--- config.mk ---
export PLATFORM = sky130hd
export DESIGN_NAME = bcd_scan_display
export DESIGN_NICKNAME = d
export VERILOG_FILES = /design/src/rtl/bcd_scan_display.sv
export SDC_FILE = /design/constraint.sdc
export NUM_CORES = 1
export LEC_CHECK = 0
export ABC_AREA = 1
export CORE_MARGIN = 2
export CORE_UTILIZATION = 58
export CTS_BUF_LIST = sky130_fd_sc_hd__clkbuf_8
export CTS_CLUSTER_DIAMETER = 40
export DETAILED_ROUTE_END_ITERATION = 8
export PLACE_DENSITY = 0.85
export SLEW_MARGIN = 40
export SYNTH_ARGS = -nofsm -noshare
export SYNTH_HDL_FRONTEND = slang
export SYNTH_SLANG_ARGS = --single-unit
--- constraint.sdc ---
create_clock -name clk -period 1.8 [get_ports clk]
set_input_delay 0.27 -clock clk [delete_from_list [all_inputs] [get_ports clk]]
set_output_delay 0.27 -clock clk [all_outputs]
set_load 0.05 [all_outputs]
--- src/rtl/bcd_scan_display.sv ---
`default_nettype none
// ============================================================================
// Module   : bcd_scan_display
// Brief    : Captures a packed BCD word and time-multiplexes its digits onto a
//            common-segment 7-segment display, updating only at frame edges.
// Revision : 1.0  initial release
// ============================================================================
module bcd_scan_display #(
  parameter int NUM_DIGITS    = 3,
  parameter int REFRESH_DIV   = 1000,
  parameter bit BLANK_LEADING = 1'b1
) (
  input  logic                    clk,
  input  logic                    rst,
  input  logic                    load,
  input  logic [4*NUM_DIGITS-1:0] bcd_in,
  output logic [6:0]              seg,
  output logic [NUM_DIGITS-1:0]   an,
  output logic                    frame_tick,
  output logic                    bad_digit
);

  localparam int c_CNT_W = (REFRESH_DIV > 1) ? $clog2(REFRESH_DIV) : 1;
  localparam int c_IDX_W = (NUM_DIGITS > 1) ? $clog2(NUM_DIGITS) : 1;
  localparam logic [c_CNT_W-1:0] c_CNT_LAST = c_CNT_W'(REFRESH_DIV - 1);
  localparam logic [c_IDX_W-1:0] c_IDX_LAST = c_IDX_W'(NUM_DIGITS - 1);

  logic [c_CNT_W-1:0]      cnt_q, cnt_d;
  logic [c_IDX_W-1:0]      idx_q, idx_d;
  logic [4*NUM_DIGITS-1:0] disp_q, disp_d;
  logic [4*NUM_DIGITS-1:0] pend_q, pend_d;
  logic                    pend_valid_q, pend_valid_d;
  logic                    wrap_q, wrap_d;

  logic                    w_tick;
  logic                    w_boundary;
  logic [NUM_DIGITS-1:0]   w_lz;
  logic [3:0]              w_sel_nib;
  logic                    w_sel_blank;
  logic [6:0]              w_seg_d;
  logic [NUM_DIGITS-1:0]   w_an_d;
  logic                    w_bad_d;

  function automatic logic [6:0] f_decode(input logic [3:0] nib);
    logic [6:0] s;
    case (nib)
      4'd0:    s = 7'h3F;
      4'd1:    s = 7'h06;
      4'd2:    s = 7'h5B;
      4'd3:    s = 7'h4F;
      4'd4:    s = 7'h66;
      4'd5:    s = 7'h6D;
      4'd6:    s = 7'h7D;
      4'd7:    s = 7'h07;
      4'd8:    s = 7'h7F;
      4'd9:    s = 7'h6F;
      default: s = 7'h40;
    endcase
    return s;
  endfunction

  // Scan timing and the pending/displayed word handoff.
  always_comb begin
    w_tick     = (cnt_q == c_CNT_LAST);
    w_boundary = w_tick && (idx_q == c_IDX_LAST);
    wrap_d     = w_boundary;

    cnt_d = w_tick ? '0 : cnt_q + 1'b1;
    idx_d = idx_q;
    if (w_tick) begin
      idx_d = (idx_q == c_IDX_LAST) ? '0 : idx_q + 1'b1;
    end

    disp_d       = disp_q;
    pend_d       = pend_q;
    pend_valid_d = pend_valid_q;
    if (load) begin
      if (w_boundary) begin
        disp_d       = bcd_in;
        pend_valid_d = 1'b0;
      end else begin
        pend_d       = bcd_in;
        pend_valid_d = 1'b1;
      end
    end else if (w_boundary && pend_valid_q) begin
      disp_d       = pend_q;
      pend_valid_d = 1'b0;
    end
  end

  // w_lz[k] is set when digits k..NUM_DIGITS-1 are all zero; invalid nibbles are nonzero.
  always_comb begin
    logic acc;
    acc  = 1'b1;
    w_lz = '0;
    for (int k = NUM_DIGITS - 1; k >= 0; k--) begin
      acc     = acc && (disp_q[4*k +: 4] == 4'd0);
      w_lz[k] = acc;
    end
  end

  always_comb begin
    w_sel_nib   = 4'd0;
    w_sel_blank = 1'b0;
    w_an_d      = '0;
    w_bad_d     = 1'b0;
    for (int k = 0; k < NUM_DIGITS; k++) begin
      w_an_d[k] = (idx_q == c_IDX_W'(k));
      if (idx_q == c_IDX_W'(k)) begin
        w_sel_nib   = disp_q[4*k +: 4];
        w_sel_blank = BLANK_LEADING && (k > 0) && w_lz[k];
      end
      if (disp_q[4*k +: 4] > 4'd9) begin
        w_bad_d = 1'b1;
      end
    end
    w_seg_d = w_sel_blank ? 7'h00 : f_decode(w_sel_nib);
  end

  always_ff @(posedge clk or posedge rst) begin
    if (rst) begin
      cnt_q        <= '0;
      idx_q        <= '0;
      disp_q       <= '0;
      pend_q       <= '0;
      pend_valid_q <= 1'b0;
      wrap_q       <= 1'b0;
      seg          <= 7'h00;
      an           <= '0;
      frame_tick   <= 1'b0;
      bad_digit    <= 1'b0;
    end else begin
      cnt_q        <= cnt_d;
      idx_q        <= idx_d;
      disp_q       <= disp_d;
      pend_q       <= pend_d;
      pend_valid_q <= pend_valid_d;
      wrap_q       <= wrap_d;
      seg          <= w_seg_d;
      an           <= w_an_d;
      // Delayed one extra cycle so the pulse lines up with digit 0 reaching an/seg.
      frame_tick   <= wrap_q;
      bad_digit    <= w_bad_d;
    end
  end

endmodule
`default_nettype wire

==> metrics.md, run 1 <==
| Metric | Value |
|---|---|
| CP Data Required Time | 1530 ps |
| Congestion Overflow GR | 0 |
| Critical path's slowest cell | clkdlybuf4s50_1 |
| Synthesized Nets | 290 |
| Placed instance area | 2690 um^2 |
| Main synth FF type | dfrtp_1 |
| Met3 Usage GRT | 0.0510 |
| Crit end category | output pin |
| Inst Count DP | 343 |
| CP Cell Sequence | clkdlybuf4s50_1 |
| Pleak | 1.45 nW |
| Core Region | 3970 um^2 |
| I/O Buffers | 26 |
| Pin count of the biggest net entering global routing | 51 |
| Starting Density | 0.597 |
| Routing usage on met2 | 0.351 |
| Remaining DRCs | 0 |
| Average size of a mapped cell | 8.78 um^2 |
| Yosys top cell by area | dfrtp_1 |
| Total Wirelength | 4100 um |
| # H-tree levels | 2 |
| CP Buf/Inv Count | 1 |
| Sequential element share of the synthesized area | 0.528 |
| Final Critical Period | 1710 ps |
| CTS tree | yes |
| Area grow syn2layout | 18.5% |
| Fin nets | 321 |
| PnR worst setup slack | 93.9 ps |
| R2R Path Start | idx_q[0] |
| Area contributors post-synth | dfrtp_1 (53%), nand2_1 (11%), mux2i_1 (5.1%) |
| Die area | 4620 um^2 |
| Final hold vios | 0 |
| Routed wire length per instance | 11.7 um |
| EDFF count, synth | 0 |
| Share of layout cells above drive strength 1 | 0.113 |
| Commonest non-fill, non-tap cells in the layout | nand2_1 (72), dfrtp_1 (48), nor2_1 (26), clkdlybuf4s50_1 (26), inv_1 (24) |
| Placer congestion estimate | 0.865 |
| First-pass GRT wire length | 7350 um |
| Hold_ws | 323 ps |
| Number of global-route vias before repair | 1688 |
| Crit Path Class | reg -> out |
| #FFs+latches synth | 50 |
| Diodes inserted | 0 |
| FP Rows | 23 |
| Final worst-path cycle share | 0.948 |
| Commonest non-fill, non-tap cell in the layout | nand2_1 |
| Sw frac | 0.206 |
| Via count | 1799 |
| Worst Skew | 7.55 ps |
| DR pass1 iterations | 4 |
| IO Count | 27 |
| P per Cell Area | 722 nW/um^2 |
| Max clock buf depth | 2 |
| Num CTS Buffers | 5 |
| Total net switching power | 418 uW |
| Met1 usage | 0.276 |
| Final core occ | 0.708 |
| Crit path from | seg[4] |
| Top cell type's share of synthesized area | 0.528 |
| Setup TNS | 0 ps |
| Worst-Margin Slew | 492 ps |
| Post-Place Setup Slack | 65.9 ps |
| Final setup fails | 0 |
| Initial DRC count | 85 |
| Hold Crit Class | in -> async |
| Mapped Cells | 270 |
| Final Cell Area | 2810 um^2 |
| CP peak stage delay | 790 ps |
| Chip width | 67.9 um |
| Worst-path clk slew | 90 ps |
| CP startpoint kind | flop |
| VDD IR max | 0.000558 V |
| Max-cap violation count | 0 |
| Die Ht | 67.9 um |
| Largest fanout on the critical path | 1 |
| Max Fclk | 586 MHz |
| Clock power share | 0.369 |
| Delay-heaviest family, CP | buffers and inverters |
| Max-slew headroom | 0.671 |
| Initial antenna violation count | 0 |
| Slew Viols, Final | 0 |
| FFs w/ async S/R, synth | 1.00 |
| Synthesized area | 2370 um^2 |
| Critical Path AT | 1440 ps |
| Antenna Nets Post-Route | 0 |
| RSZ-0062 raised after global routing | no |
| Pwr Total | 2.03 mW |
| Gr usage total | 0.213 |
| Clk_lat worst skew | 300 ps |
| Logic pwr share | 0.061 |
| Outcome | finished, final reports clean |
| Post-DP HPWL | 2900 um |
| GR peak layer | met2 |
| Number of distinct library cells after synthesis | 27 |
| Clock sink count | 50 |
| Ys Warns | 0 |
| Root buf cell | clkbuf_8 |
| Routed vias/inst | 5.11 |
| Fin cells | 352 |
| Share of power burned in registers | 0.570 |
| Power Internal | 1.61 mW |
==> cell type report <==
cell class | count | area, um^2
Clock buffer | 5 | 68.8
Inverter | 27 | 101
Multi-Input combinational cell | 185 | 968
Clock inverter | 3 | 37.5
Timing Repair Buffer | 32 | 318
Tap cell | 50 | 62.6
Fill cell | 326 | 1160
Sequential cell | 50 | 1250
==> per-layer routing <==
metal / vias to the layer above / part of all wire
met1: 824 / 0.46
li1: 929 / -
met4: 0 / 0.022
met2: 37 / 0.47
met3: 9 / 0.045
met5: - / 0
==> cells by family after synthesis <==
kind of cell | Yosys count | synth area share
adders and majority gates | 5 | 0.0264
xor gates and xnor gates | 3 | 0.0111
DFF | 50 | 0.528
AOI/OAI and AO/OA | 25 | 0.0544
and+or+nand+nor | 140 | 0.263
muxes | 12 | 0.0507
buffers and inverters | 35 | 0.0670
==> flip-flops by register name, indices dropped and copies added, names as in the netlist <==
| signal | flops |
|---|---|
| pend_q | 12 |
| cnt_q | 10 |
| wrap_q | 1 |
| disp_q | 12 |
| seg | 7 |
| idx_q | 2 |
| bad_digit | 1 |
| frame_tick | 1 |
| pend_valid_q | 1 |
| an | 3 |
==> worst paths after layout <==
check / to / slack (ps) / cells after the start
worst max-delay path: seg[4] / 90 / 1
worst min-delay path: an[1] / 320 / 3
worst min register to register: frame_tick / 350 / 0
worst max register to register: seg[3] / 180 / 11
min in group clk: frame_tick / 350 / 0
max in group asynchronous: idx_q[0] / 1240 / 3
==> timing repair <==
item | 4_1_cts | 5_1_grt
resized for setup | 0 | 4
buffers inserted | 0 | 1
endpoints found under the setup margin | 0 | 4
hold buffers | 0 | 0
==> Yosys cell counts (3+ instances only) <==
cell	number
nand2_1	72
dfrtp_1	50
nor2_1	27
inv_1	23
nand3_1	23
o21ai_1	13
mux2i_1	12
o21ai_0	6
ha_1	5
a21oi_1	4
buf_2	4
inv_2	4
nor2_2	4
buf_6	3
nand3_2	3
==> power groups by stage <==
| stage | logic, mW | registers [mW] | clock network (mW) |
|---|---|---|---|
| floorplan | 0.0752 | 1.18 | 0 |
| global placement | 0.125 | 1.18 | 0 |
| detailed placement | 0.128 | 1.18 | 0 |
| CTS | 0.128 | 1.16 | 0.772 |
| global route | 0.141 | 1.16 | 0.802 |
| finish | 0.124 | 1.16 | 0.748 |
Note: power is estimated with default switching activity, not from simulation.
==> run 2, diff against run 1 <==
Settings changed: CORE_UTILIZATION 58 to 65, DONT_BUFFER_PORTS set to 1, PLACE_DENSITY 0.85 to 0.84.
==> run 2 against run 1 <==
Register-to-register slack got worse by 50 ps. Final cell count decreased by 9.4%. Utilization increased by 2.8 points. Critical path depth increased by 10. Power decreased by 1.1%. Via count decreased by 7.1%. Maximum frequency increased by 2.3%. Sequential power about the same. Combinational power decreased by 40%. Final area decreased by 11%. Sequential cell count unchanged. First-iteration DRC count increased by 2.4%. Largest cell class unchanged.
==> metrics.md, run 2 (synthesized netlist as in run 1, its figures left out) <==
| Metric | Value |
|---|---|
| Outcome | finished, final reports clean |
| Die area | 4150 um^2 (-10%) |
| Remaining DRCs | 0 (unchanged) |
| Pleak | 1.31 nW (-9.3%) |
| Chip width | 64.4 um (-5.2%) |
| Routed vias/inst | 5.24 (+2.6%) |
| Clock sink count | 50 (unchanged) |
| Critical Path AT | 1860 ps (+420 ps) |
| Pwr Total | 2.01 mW (-1.1%) |
| Gr usage total | 0.215 (+0.00228) |
| Commonest non-fill, non-tap cell in the layout | nand2_1 |
| Max Fclk | 600 MHz (+2.3%) |
| Setup TNS | 0 ps (unchanged) |
| Crit Path Class | reg -> reg |
| DR pass1 iterations | 4 (unchanged) |
| Worst-path clk slew | 90 ps (about the same) |
| Post-DP HPWL | 2920 um (+0.69%) |
| Final Cell Area | 2510 um^2 (-11%) |
| # H-tree levels | 2 (unchanged) |
| Routed wire length per instance | 12.3 um (+5.4%) |
| Max clock buf depth | 2 (unchanged) |
| Sw frac | 0.208 (+0.00167) |
| Initial antenna violation count | 0 (unchanged) |
| VDD IR max | 0.000693 V (+24%) |
| Number of global-route vias before repair | 1617 (-4.2%) |
| Final hold vios | 0 (unchanged) |
| CTS Hold Buffers Added | 0 (unchanged) |
| Clk_lat worst skew | 300 ps (about the same) |
| CP Data Required Time | 1990 ps (+460 ps) |
| PnR worst setup slack | 133 ps (+38.6 ps) |
| Diodes inserted | 0 (unchanged) |
| IO Count | 27 (unchanged) |
| Setup Buffers After CTS | 0 (unchanged) |
| Share of power burned in registers | 0.577 (+0.007) |
| Worst Skew | 6.72 ps (-0.833 ps) |
| Slew Viols, Final | 0 (unchanged) |
| Max-slew headroom | 0.604 (-0.0675) |
| Largest fanout on the critical path | 6 (+5) |
| Die Ht | 64.4 um (-5.2%) |
| CTS tree | yes |
| Fin nets | 292 (-9.0%) |
| Placed instance area | 2390 um^2 (-11%) |
| Crit path from | idx_q[0] |
| Core Region | 3420 um^2 (-14%) |
| Max-cap violation count | 0 (unchanged) |
| Total Wirelength | 3920 um (-4.5%) |
| Total net switching power | 417 uW (-0.31%) |
| Post-Place Setup Slack | 35.0 ps (-30.9 ps) |
| Final worst-path cycle share | 0.926 (-0.0214) |
| Pin count of the biggest net entering global routing | 51 (unchanged) |
| Root buf cell | clkbuf_8 |
| Power Internal | 1.59 mW (-1.3%) |
| Share of layout cells above drive strength 1 | 0.121 (+0.00830) |
| P per Cell Area | 799 nW/um^2 (+11%) |
| Antenna Nets Post-Route | 0 (unchanged) |
| Via count | 1672 (-7.1%) |
| Final Critical Period | 1670 ps (-38.6 ps) |
| First-pass GRT wire length | 6960 um (-5.3%) |
| Area grow syn2layout | 5.96% |
| Logic pwr share | 0.037 (-0.024) |
| Initial DRC count | 87 (+2.4%) |
| Clock power share | 0.386 (+0.017) |
| FP Rows | 21 (-8.7%) |
| Largest regs | disp_q: 12 flops, pend_q: 12 flops, cnt_q: 10 flops |
| Placer congestion estimate | 0.938 (+8.4%) |
| Final setup fails | 0 (unchanged) |
| Congestion Overflow GR | 0 (unchanged) |
| CP startpoint kind | flop |
| Starting Density | 0.694 (+0.0971) |
| R2R Path Start | idx_q[0] |
| Commonest non-fill, non-tap cells in the layout | nand2_1 (72), dfrtp_1 (48), nor2_1 (26), nand3_1 (23), inv_1 (22) |
| RSZ-0062 raised after global routing | no |
| Num CTS Buffers | 5 (unchanged) |
| Worst-Margin Slew | 595 ps (+103 ps) |
| I/O Buffers | 0 (-100%) |
| Hold Crit Class | in -> async |
| Crit end category | flop |
[run 2: cell types whose count changed in the layout (fill, tap and decap cells not counted), sizes merged]
cell,delta
clkdlybuf4s50,-26
buf,-3
clkinvlp,+2
inv,-2
[run 2: cell type report]
class	instances	area, um^2
clock inverter	3	45.0
clock buffer	5	68.8
inverter	27	101
tap	46	57.6
sequential	50	1250
timing repair buffer	3	22.5
fill	264	903
multi-input combinational	185	963
[run 2: metal layers]
metal	GRT usage	share of wire	vias up
li1	-	-	866
met1	0.282	0.45	753
met2	0.366	0.48	49
met3	0.0387	0.055	4
met4	0.0638	0.0089	0
met5	0	0	-
[run 2: power by group through the flow]
stage | registers, mW | clock network [mW] | logic (mW)
floorplan | 1.18 | 0 | 0.0752
global placement | 1.18 | 0 | 0.0744
detailed placement | 1.18 | 0 | 0.0770
CTS | 1.16 | 0.787 | 0.0773
global route | 1.16 | 0.835 | 0.0888
finish | 1.16 | 0.774 | 0.0744
[run 2: repair_timing]
item                                   CTS  global route
gates resized for setup                  0             3
setup endpoints to repair                0             6
endpoints found under the hold margin    0             0
[run 2: metrics by stage]
step | instances | utilization | hold slack [ps]
after floorplan | 270 | - | 331
after global placement | 311 | 0.701 | 333
after detailed placement | 311 | 0.701 | 344
after CTS | 319 | 0.734 | 25.7
after global routing | 319 | 0.736 | 59.0
final | 319 | 0.736 | 8.42
[run 2: final timing paths]
kind / endpoint / slack [ps] / depth (start not counted)
max in group asynchronous: idx_q[0] / 1370 / 2
setup reg to reg: seg[3] / 130 / 11
min in group clk: pend_q[4] / 110 / 2
hold reg to reg: frame_tick / 360 / 0
hold / removal: pend_q[8] / 8 / 2
setup / recovery: seg[3] / 130 / 11
[run 2: worst max-delay path, cell delays in order (launching register included)]
cell and delay [ps]:
dfrtp_2 450, inv_2 90, nand2_1 90, nor2_1 50
nor2_2 200, inv_1 100, ha_1 290, inv_1 40
nand2_1 50, inv_1 50, nor2_1 100, nor2_1 50
